===== src/rtl/updown_counter_mod.sv =====
// -----------------------------------------------------------------------------
// updown_counter_mod
//
// Parametrised up/down counter. It supports a configurable width, modulus and
// step size, wrap or saturate at the limits, a synchronous load and a count
// enable. The q, wrap and sat outputs are registered. at_max and at_min are
// decoded combinationally from the registered count.
//
// Parameters:
//   WIDTH     count width in bits (>= 2)
//   MAX_VAL   highest count value; counting is modulo MAX_VAL+1
//   RESET_VAL count value after reset (<= MAX_VAL)
//   SATURATE  0 = wrap at the limits, 1 = clamp at the limits
//
// Ports:
//   clk       clock, rising edge
//   reset     synchronous active-high reset
//   en        count enable
//   up_down   direction, 1 = up, 0 = down
//   step      increment/decrement amount (0 = hold, clamped to MAX_VAL)
//   load      synchronous load, has priority over en
//   load_val  value to load (clamped to MAX_VAL)
//   q         registered count
//   wrap      one-cycle pulse, the last update crossed a limit while wrapping
//   sat       one-cycle pulse, the last update was clamped at a limit
//   at_max    q == MAX_VAL
//   at_min    q == 0
// -----------------------------------------------------------------------------
module updown_counter_mod #(
  parameter int WIDTH     = 8,
  parameter int MAX_VAL   = 2**WIDTH - 1,
  parameter int RESET_VAL = 0,
  parameter int SATURATE  = 0
) (
  input  logic             clk,
  input  logic             reset,
  input  logic             en,
  input  logic             up_down,
  input  logic [WIDTH-1:0] step,
  input  logic             load,
  input  logic [WIDTH-1:0] load_val,
  output logic [WIDTH-1:0] q,
  output logic             wrap,
  output logic             sat,
  output logic             at_max,
  output logic             at_min
);

  // The arithmetic is one bit wider than the count. With this extra bit,
  // q + s and q + (MAX_VAL+1) never overflow. This holds even when
  // MAX_VAL = 2**WIDTH-1.
  localparam logic [WIDTH:0]   MAX_EXT = (WIDTH+1)'(MAX_VAL);
  localparam logic [WIDTH:0]   MOD_EXT = (WIDTH+1)'(MAX_VAL + 1);
  localparam logic [WIDTH-1:0] MAX_Q   = WIDTH'(MAX_VAL);
  localparam logic [WIDTH-1:0] RST_Q   = WIDTH'(RESET_VAL);
  localparam bit               SAT_EN  = (SATURATE != 0);

  logic [WIDTH-1:0] q_reg, q_next;
  logic             wrap_reg, wrap_next;
  logic             sat_reg, sat_next;

  logic [WIDTH:0] q_ext;
  logic [WIDTH:0] step_ext;
  logic [WIDTH:0] s_ext;
  logic [WIDTH:0] ld_ext;
  logic [WIDTH:0] sum_ext;
  logic [WIDTH:0] up_wrap_ext;
  logic [WIDTH:0] dn_ext;
  logic [WIDTH:0] dn_wrap_ext;

  always_comb begin
    q_ext    = {1'b0, q_reg};
    step_ext = {1'b0, step};
    ld_ext   = {1'b0, load_val};

    // Out-of-range step and load values are clamped to MAX_VAL.
    s_ext    = (step_ext > MAX_EXT) ? MAX_EXT : step_ext;
    if (ld_ext > MAX_EXT) begin
      ld_ext = MAX_EXT;
    end

    sum_ext     = q_ext + s_ext;
    up_wrap_ext = sum_ext - MOD_EXT;
    dn_ext      = q_ext - s_ext;
    dn_wrap_ext = q_ext + MOD_EXT - s_ext;

    q_next    = q_reg;
    wrap_next = 1'b0;
    sat_next  = 1'b0;

    if (load) begin
      q_next = ld_ext[WIDTH-1:0];
    end else if (en) begin
      if (up_down) begin
        // A sum equal to MAX_VAL is an exact landing and raises no flag.
        if (sum_ext > MAX_EXT) begin
          if (SAT_EN) begin
            q_next   = MAX_Q;
            sat_next = 1'b1;
          end else begin
            q_next    = up_wrap_ext[WIDTH-1:0];
            wrap_next = 1'b1;
          end
        end else begin
          q_next = sum_ext[WIDTH-1:0];
        end
      end else begin
        if (q_ext >= s_ext) begin
          q_next = dn_ext[WIDTH-1:0];
        end else if (SAT_EN) begin
          q_next   = '0;
          sat_next = 1'b1;
        end else begin
          q_next    = dn_wrap_ext[WIDTH-1:0];
          wrap_next = 1'b1;
        end
      end
    end
  end

  always_ff @(posedge clk) begin
    if (reset) begin
      q_reg    <= RST_Q;
      wrap_reg <= 1'b0;
      sat_reg  <= 1'b0;
    end else begin
      q_reg    <= q_next;
      wrap_reg <= wrap_next;
      sat_reg  <= sat_next;
    end
  end

  assign q      = q_reg;
  assign wrap   = wrap_reg;
  assign sat    = sat_reg;
  assign at_max = (q_reg == MAX_Q);
  assign at_min = (q_reg == '0);

endmodule


===== config.mk =====
export PLATFORM = sky130hd
export DESIGN_NAME = updown_counter_mod
export DESIGN_NICKNAME = d
export VERILOG_FILES = /design/src/rtl/updown_counter_mod.sv
export SDC_FILE = /design/constraint.sdc
export NUM_CORES = 1
export LEC_CHECK = 0
export CAP_MARGIN = 20
export CORE_UTILIZATION = 49
export DETAILED_ROUTE_END_ITERATION = 10
export PLACE_DENSITY_LB_ADDON = 0.05
export SLEW_MARGIN = 20
export SYNTH_ARGS = -nofsm -noshare
export SYNTH_HDL_FRONTEND = slang
export SYNTH_SLANG_ARGS = --single-unit
export TNS_END_PERCENT = 100

===== constraint.sdc =====
create_clock -name clk -period 2.2 [get_ports clk]
set_input_delay 0.44 -clock clk [delete_from_list [all_inputs] [get_ports clk]]
set_output_delay 0.44 -clock clk [all_outputs]
set_load 0.005 [all_outputs]

== After elaboration in Yosys (flattened, before gate mapping) ==
Index checks and enable logic that the tools add are counted.

* Bits in registers: 9
* Input port bits: 21
* Logic and storage cells: 22

* $add $sub $neg: 5
* Magnitude comparators: 2
* Equal/unequal tests: 1
* Muxes and demuxes: 8
* Bitwise operators: 1
* Reductions and logical operators: 3

{| class="wikitable"
|+ Operator list
! kind !! number
|-
| 8-bit two-way mux || 5
|-
| 8-bit subtractor || 2
|-
| 8-bit by 8-bit adder with 9-bit output || 1
|-
| 9-bit by 8-bit greater-than comparator with 1-bit output (second input constant) || 1
|-
| 8-bit by 1-bit adder with 8-bit output (second input constant) || 1
|-
| 8-bit equality test (second input constant) || 1
|-
| 8-bit >= comparator || 1
|-
| 8-bit logical NOT || 1
|-
| 8-bit by 1-bit subtractor with 8-bit output (second input constant) || 1
|-
| 1-bit two-way mux || 3
|-
| 3-bit OR reduction || 1
|-
| 2-bit nonzero test || 1
|-
| 1-bit NOT || 1
|}

== Depth between registers and ports, before layout ==
Gate-level depths: netlist (run 1).

* Depth in word-level cells: 6
* Gate-level depth with buffers: 8

== Least setup slack after synthesis (run 1) ==
OpenSTA, ideal clock, no wires.

* Path kind: input to register
* Start point: input port step[3]
* End point: register q_reg[7] (netlist: q[7])
* Library setup time: 0.127 ns
* Arrival time: 1.953 ns
* Setup slack: 0.120 ns
* Stages: 8
* Cells stage by stage: inv_1 > ha_1 > buf_6 > a21o_1 > a21oi_2 > a21oi_2 > o311a_1 > or3_1

* Word-level cells in the longest chain between the ends: 6
* Elaborated cells on any way between the ends: 11
* Classes of those cells: add/sub (4); order compare (2); mux (5)

{| class="wikitable"
|+ Ends and longest elaborated chain
! item !! RTL line !! RTL
|-
| start, declared || 39 || <nowiki>input logic [WIDTH-1:0] step,</nowiki>
|-
| 8-bit by 8-bit adder with 9-bit output || 82 || <nowiki>sum_ext = q_ext + s_ext;</nowiki>
|-
| 8-bit by 1-bit subtractor with 8-bit output or 9-bit by 8-bit greater-than comparator with 1-bit output (tied branches) || 83, 96 ||
|-
| 8-bit two-way mux || 96 || <nowiki>if (sum_ext > MAX_EXT) begin</nowiki>
|-
| 8-bit two-way mux * || 94 || <nowiki>if (up_down) begin</nowiki>
|-
| 8-bit two-way mux * || 93 || <nowiki>end else if (en) begin</nowiki>
|-
| 8-bit two-way mux * || 91 || <nowiki>if (load) begin</nowiki>
|-
| end signal, assigned || 127 || <nowiki>q_reg <= q_next;</nowiki>
|-
| end, declared || 58 || <nowiki>logic [WIDTH-1:0] q_reg, q_next;</nowiki>
|}

Mark *: on every way between the ends. The rest lies on a longest branch, timed or not. The select of a mux whose other input is x is not followed.
A chain may end at the register's enable or synchronous reset.

== Worst setup path in the final report (run 1) ==
* Start point: register q_reg[0] (netlist: q[0])
* End point: register q_reg[4] (netlist: q[4])

* Word-level cells in the longest chain between the ends: 6
* Elaborated cells on any way between the ends: 12
* Classes of those cells: add/sub (5); order compare (2); mux (5)

{| class="wikitable"
|+ Ends and longest elaborated chain
! item !! RTL line !! RTL
|-
| 8-bit by 1-bit adder with 8-bit output or 8-bit by 8-bit adder with 9-bit output (tied branches) || 85, 82 ||
|-
| 8-bit subtractor, or another cell as far along || 85 || <nowiki>dn_wrap_ext = q_ext + MOD_EXT - s_ext;</nowiki>
|-
| 8-bit two-way mux, on equally long branches || 108, 96 ||
|-
| 8-bit two-way mux * || 94 ||
|-
| 8-bit two-way mux * || 93 ||
|-
| 8-bit two-way mux * || 91 ||
|}

Marks and branches as above.

==> impl_metrics.tcl, run 1 <==
set metrics [dict create \
    synth_fp_nets 209 \
    via_per_inst 6.415 \
    yosys-top-cells-count "inv_1 (17), nor2_1 (17), ha_1 (16), a21oi_1 (12), dfxtp_1 (9)" \
    gr-total-overflow 0 \
    synthDistinctLibCells 47 \
    numCtsBuffers 3 \
    worstHoldStart "q[3]" \
    layout.nets 272 \
    critPathMaxStageDelay_ns 0.36 \
    cp-end-kind "register" \
    p_sw_share_pct 39.79 \
    syn_area_per_cell_um2 7.353 \
    cp.required_ns 2.35 \
    synth_seq_cells 9 \
    htreeDepth 1 \
    final.min_clock_period_ns 2.121 \
    p_clk_share_pct 16.1 \
    pwr-share-seq_pct 24.1 \
    diodes 0 \
    switchingPower_mw 0.3342 \
    drc 0 \
    grt_max_degree 14 \
    rsz0062_at_grt "no" \
    holdCritPathClass "register to register" \
    p_per_area_nw_per_um2 409.3 \
    wire_per_inst_um 20.68 \
    place_area_um2 1793 \
    ys_warn_count 0 \
    largest_reg_flops 8 \
    synth_flop_cell "dfxtp_1" \
    setup_ws_ns 0.07942 \
    routed_wirelength_um 5377 \
    fp.dieArea_um2 2757 \
    clock.fmax_ghz 0.4716 \
    synthesis.area_um2 1250 \
    start_util_pct 54.41 \
    grt_pass1_wl_um 7714 \
    rows 17 \
    p_int_mw 0.5057 \
    numPortBuffers 31 \
    insertion_delay_ns 0.27 \
    area_growth_pct 64.16 \
    synthCells 170 \
    status "completed" \
    cp-startpoint "q[0]" \
    crit_chain "buf_4 > ha_2 > fa_2 > nand2b_1 > a21oi_2 > o2111a_1 > nor4_2 > buf_4 > a221oi_2" \
    drv_cap 0 \
    path_max_fanout 4 \
    drive_gt1_share_pct 30.60 \
    synthTopCellsByArea "ha_1 (16%), dfxtp_1 (14%), inv_1 (5.1%), nor2_1 (5.1%), a21oi_1 (4.8%)" \
    cts_root_buf "clkbuf_4" \
    core-area_um2 2297 \
    fill_cells 109 \
    drt_iter0_drc 106 \
    grtUsageTotal_pct 38.20 \
    finalMaxSlewViolations 0 \
    cts_tree "yes" \
    dieWidth_um 52.51 \
    hpwl_um 3165 \
    cts_hold_repair.buffers 0 \
    setup_violations 0 \
    gp_congestion 0.8549 \
    firstDrtPassIters 5 \
    antenna_found_initial 0 \
    clkTransAtPathRegs_ns 0.07 \
    synth_edf_count 0 \
    final_area_um2 2052 \
    p_comb_share_pct 59.8 \
    dr_total_vias 1668 \
    ys_seq_area_share_pct 14.41 \
    worstPathArrival_ns 2.27 \
    r2r_start "q[0]" \
    path_common_cell "buf_4" \
    place_ws_ns -0.5690 \
    timing.final.crit_share_pct 96.39 \
    ir_drop_mv 0.3459 \
    slowest_stage "fa_2" \
    fp.dieH_um 52.51 \
    synthArstFlopShare_pct 0 \
    synth_top_area_share_pct 16.02 \
    fin_skew_ns 0.008727 \
    grt_pass1_vias 1638 \
    yosysTopAreaCell "ha_1" \
    startpoint_type "register" \
    ant_nets 0 \
    io_pins 33 \
    leakage_nw 0.9358 \
    finalHoldViolations 0 \
    clk_path_buf_depth 2 \
    path_class "register to register" \
    cts.sinks 9 \
]
[metrics by stage]
stage	power (mW)	hold WS [ns]	cells	util (%)	setup TNS, ns
2_1_floorplan	0.3972	0.5814	170	-	0
3_3_place_gp	0.5705	0.6462	252	78.05	-1.912
3_5_place_dp	0.5888	0.6469	252	78.05	-2.404
4_1_cts	0.7749	0.6873	259	87.04	-0.02776
5_1_grt	0.8760	0.7688	260	89.32	0
6_report	0.8399	0.7050	260	89.32	0
[cell type report]
cell class                      instances  area, µm²  share of cell area (%)
Timing Repair Buffer                   68      600.6                   29.27
Sequential cell                         9      181.4                   8.841
Clock buffer                            4      26.28                   1.280
Multi-Input combinational cell        134       1145                   55.79
Inverter                               17      63.81                   3.110
Tap cell                               28      35.03                   1.707
[path summary, 6_finish.rpt]
path / slack, ns / cells after the start / end
worst max-delay path: 0.08 / 9 / q[4]
worst min-delay path: 0.70 / 2 / q[3]
worst max register to register: 0.08 / 9 / q[4]
worst min register to register: 0.70 / 2 / q[3]
[layout by cell type, fill, tap and decap left out, types with 3 or more instances in the layout]
| master | instances |
|---|---|
| dlygate4sd2_1 | 4 |
| nor3b_1 | 7 |
| ha_1 | 9 |
| clkbuf_4 | 3 |
| nor2b_1 | 4 |
| a21oi_1 | 11 |
| dlymetal6s2s_1 | 4 |
| o21ai_0 | 7 |
| nor2_1 | 16 |
| clkdlybuf4s50_1 | 23 |
| inv_1 | 15 |
| dfxtp_1 | 8 |
| nand3b_1 | 3 |
| nand3_1 | 4 |
| o31ai_1 | 3 |
| ha_4 | 4 |
| and3_1 | 3 |
| nand2_1 | 8 |
| a211oi_1 | 3 |
| ha_2 | 3 |
| buf_4 | 35 |
[cell families (layout without fill, tap and decap cells)]
| family | after synthesis | in the layout | share of synthesized area [%] |
|---|---|---|---|
| xor+xnor | 1 | 1 | 0.7008 |
| mux | 2 | 2 | 1.602 |
| simple gates | 64 | 64 | 28.03 |
| fa+ha+maj | 18 | 18 | 19.22 |
| compound gates | 48 | 48 | 26.63 |
| other cells | 1 | 1 | 0.3000 |
| flops | 9 | 9 | 14.41 |
| buf+inv | 27 | 89 | 9.109 |
[routing by layer]
metal | track usage [%] | up-vias | wire, µm
met5 | 0 | - | 0
met3 | 7.536 | 36 | 529
li1 | - | 736 | -
met1 | 46.70 | 758 | 2064
met2 | 64.77 | 138 | 2477
met4 | 14.91 | 0 | 306
[critical path: cells and delay by family (launching register included)]
family / cells / cell delay (ns)
adder cells (fa/ha/maj): 2 / 0.55
AND/OR/NAND/NOR: 2 / 0.39
flip-flops: 1 / 0.33
AO/OA/AOI/OAI: 3 / 0.42
buffers and inverters: 2 / 0.31
[power by group through the flow]
| stage | Combinational, mW | Clock [mW] | Sequential [mW] |
|---|---|---|---|
| detailed placement | 0.388 | 0 | 0.201 |
| finish | 0.502 | 0.135 | 0.203 |
| CTS | 0.444 | 0.130 | 0.201 |
| global route | 0.527 | 0.144 | 0.204 |
| floorplan | 0.198 | 0 | 0.199 |
| global placement | 0.371 | 0 | 0.200 |
[timing repair]
item	CTS	global route
buffers inserted	3	1
setup endpoints to repair	4	6
pin swaps	13	7
resized for setup	35	12
Power figures use the tool's default switching activity.
==> run 2, diff against run 1 <==
Settings changed: ABC_AREA set to 1, CORE_UTILIZATION 49 to 52, SLEW_MARGIN 20 to not set.
Clock period 2.2 ns to 2.65 ns, I/O delays scaled along.
==> run 2 against run 1 <==
Against the previous run: total power shrank 37%; critical path depth shrank 6; sequential share of layout area grew 3.0 points; sequential power shrank 19%; count of clock-buffer cells in the layout is the same; first-iteration DRC count shrank 47%; global-route usage shrank 9.8 points; final area shrank 26%; clock skew shrank 0.0054 ns; non-clock buffer count shrank 37; hold slack lost 0.080 ns.
==> impl_metrics.tcl, run 2 <==
set metrics [dict create \
    status "completed" \
    yosysTopAreaCell "nand2_1" \
    cp.required_ns 2.12 \
    clkTransAtPathRegs_ns 0.06 \
    area_growth_pct 29.12 \
    reg2reg_depth 10 \
    slowest_stage "clkdlybuf4s50_1" \
    drt_iter0_drc 56 \
    holdCritPathClass "register to register" \
    grtUsageTotal_pct 28.42 \
    path_max_fanout 6 \
    timing.final.crit_share_pct 95.37 \
    htreeDepth 1 \
    final_common_cell "nand2_1" \
    firstDrtPassIters 4 \
    finalMaxSlewViolations 0 \
    rows 16 \
    largest_reg_flops 8 \
    hpwl_um 2572 \
    leakage_nw 0.7569 \
    setup_violations 0 \
    io_pins 33 \
    synth_seq_cells 9 \
    rsz0062_at_grt "no" \
    synth_top_area_share_pct 17.53 \
    fin_skew_ns 0.003346 \
    path_depth 3 \
    yosys-top-cells-count "nand2_1 (55), inv_1 (26), ha_1 (16), nand3_1 (12), nor2_1 (11)" \
    wire_per_inst_um 13.24 \
    ir_drop_mv 0.2632 \
    max_slew_margin_pct 61.45 \
    diodes 0 \
    clk_path_buf_depth 2 \
    routed_wirelength_um 3217 \
    numCtsBuffers 3 \
    critPathMaxStageDelay_ns 0.56 \
    synthArstFlopShare_pct 0 \
    crit_family "simple AND/OR/NAND/NOR gates" \
    hold_ws_ns 0.6248 \
    fp.dieH_um 49.59 \
    final.min_clock_period_ns 2.527 \
    finalPower_mw 0.5290 \
    antenna_found_initial 0 \
    path_class "register to primary output" \
    grt_pass1_vias 1256 \
    crit_chain "or4_1 > nor4_1 > clkdlybuf4s50_1" \
    synthCells 185 \
    dieWidth_um 49.59 \
    worstPathArrival_ns 2.00 \
    synth_flop_cell "dfxtp_1" \
    gr-total-overflow 0 \
    synthTopCellsByArea "nand2_1 (18%), ha_1 (17%), dfxtp_1 (15%), inv_1 (8.3%), nand3_1 (5.1%)" \
    cts.sinks 9 \
    dr_total_vias 1309 \
    layout.nets 256 \
    fp.dieArea_um2 2459 \
    synthDistinctLibCells 32 \
    start_util_pct 57.66 \
    insertion_delay_ns 0.26 \
    drive_gt1_share_pct 7.870 \
    gp_congestion 0.8488 \
    drc 0 \
    core-area_um2 2042 \
    cts_hold_repair.buffers 0 \
    ant_nets 0 \
    mostFrequentLayoutCells "nand2_1 (55), clkdlybuf4s50_1 (31), inv_1 (26), ha_1 (16), nand3_1 (12)" \
    p_per_area_nw_per_um2 348.0 \
    grt_max_degree 11 \
    ys_warn_count 0 \
    grt_pass1_wl_um 5395 \
    yosysMostFrequentCell "nand2_1" \
    synth_edf_count 0 \
    drv_cap 0 \
    numPortBuffers 31 \
    cts_post_setup_buffers_inserted 0 \
    finalHoldViolations 0 \
    synth_fp_nets 224 \
    path_buf_inv 1 \
    holdPathStages 2 \
    via_per_inst 5.387 \
    ys_seq_area_share_pct 15.30 \
    worstHoldStart "q[2]" \
    cts_root_buf "clkbuf_4" \
    cts_resized 0 \
    cp-startpoint "q[2]" \
    fill_cells 185 \
    synthesis.area_um2 1177 \
    max_slew.worst_pin.slew_ns 0.5761 \
    startpoint_type "register" \
    r2r_start "q[0]" \
    clock.fmax_ghz 0.3957 \
    syn_area_per_cell_um2 6.364 \
    finalSetupTns_ns 0 \
    cp-end-kind "primary output" \
    cts_tree "yes" \
]
==> run 2: changes by cell type after synthesis, sizes merged, moves of 5 or more <==
cell and change:
a22oi +5, clkbuf -6, inv +13, nand2 +50, nand3 +9, nor2 -5
nor2b -6, nor3b -7, o21ai -5
==> run 2: final timing paths <==
| path | to | slack (ns) |
|---|---|---|
| hold reg to reg | q[2] | 0.62 |
| setup reg to reg | q[4] | 0.74 |
| setup / recovery | at_min | 0.12 |
| hold / removal | q[2] | 0.62 |
==> run 2: area by class of cell <==
class / count / area (µm²) / area share (%)
clock buffer: 4 / 26.28 / 1.728
inverter: 30 / 112.6 / 7.407
timing repair buffer: 31 / 310.3 / 20.41
tap: 27 / 33.78 / 2.222
multi-input combinational: 142 / 857.1 / 56.38
sequential: 9 / 180.2 / 11.85
==> run 2: tightest hold or removal path, stage by stage, from the launching register on <==
cell     delay, ns
dfxtp_1       0.38
nand2_1       0.10
a31oi_1       0.08
==> run 2: kinds of logic (layout without fill, tap and decap cells) <==
kind of cell	Yosys count	count (layout)	share of synthesized area, %
AND/OR/NAND/NOR	95	95	35.92
other	1	1	0.3185
XOR/XNOR	2	2	1.488
buffers and inverters	34	65	11.90
AO/OA/AOI/OAI	26	26	14.67
adder cells (fa/ha/maj)	18	18	20.40
flip-flops	9	9	15.30
==> run 2: where the power goes <==
part	switching (mW)	internal, mW	total (mW)
sequential	0.0195	0.146	0.165
clock	0.0489	0.0581	0.107
combinational	0.138	0.118	0.257
total	0.207	0.322	0.529
==> run 2: per-layer routing <==
metal  share of wire, %  up-vias  global-route usage, %
met5                  0        -                      0
met1                 43      573                  34.58
met4                1.6        0                  5.714
met3                6.9       10                  5.556
li1                   -      661                      -
met2                 49       65                  51.13
==> run 2: through the flow <==
stage,cells,utilization [%],setup WS [ns],area [µm²]
after floorplan,185,-,0.8296,1177
after global placement,239,73.16,0.2559,1494
after detailed placement,239,73.16,0.2196,1494
after CTS,243,74.45,0.1431,1520
after global routing,243,74.45,0.1117,1520
final,243,74.45,0.1228,1520
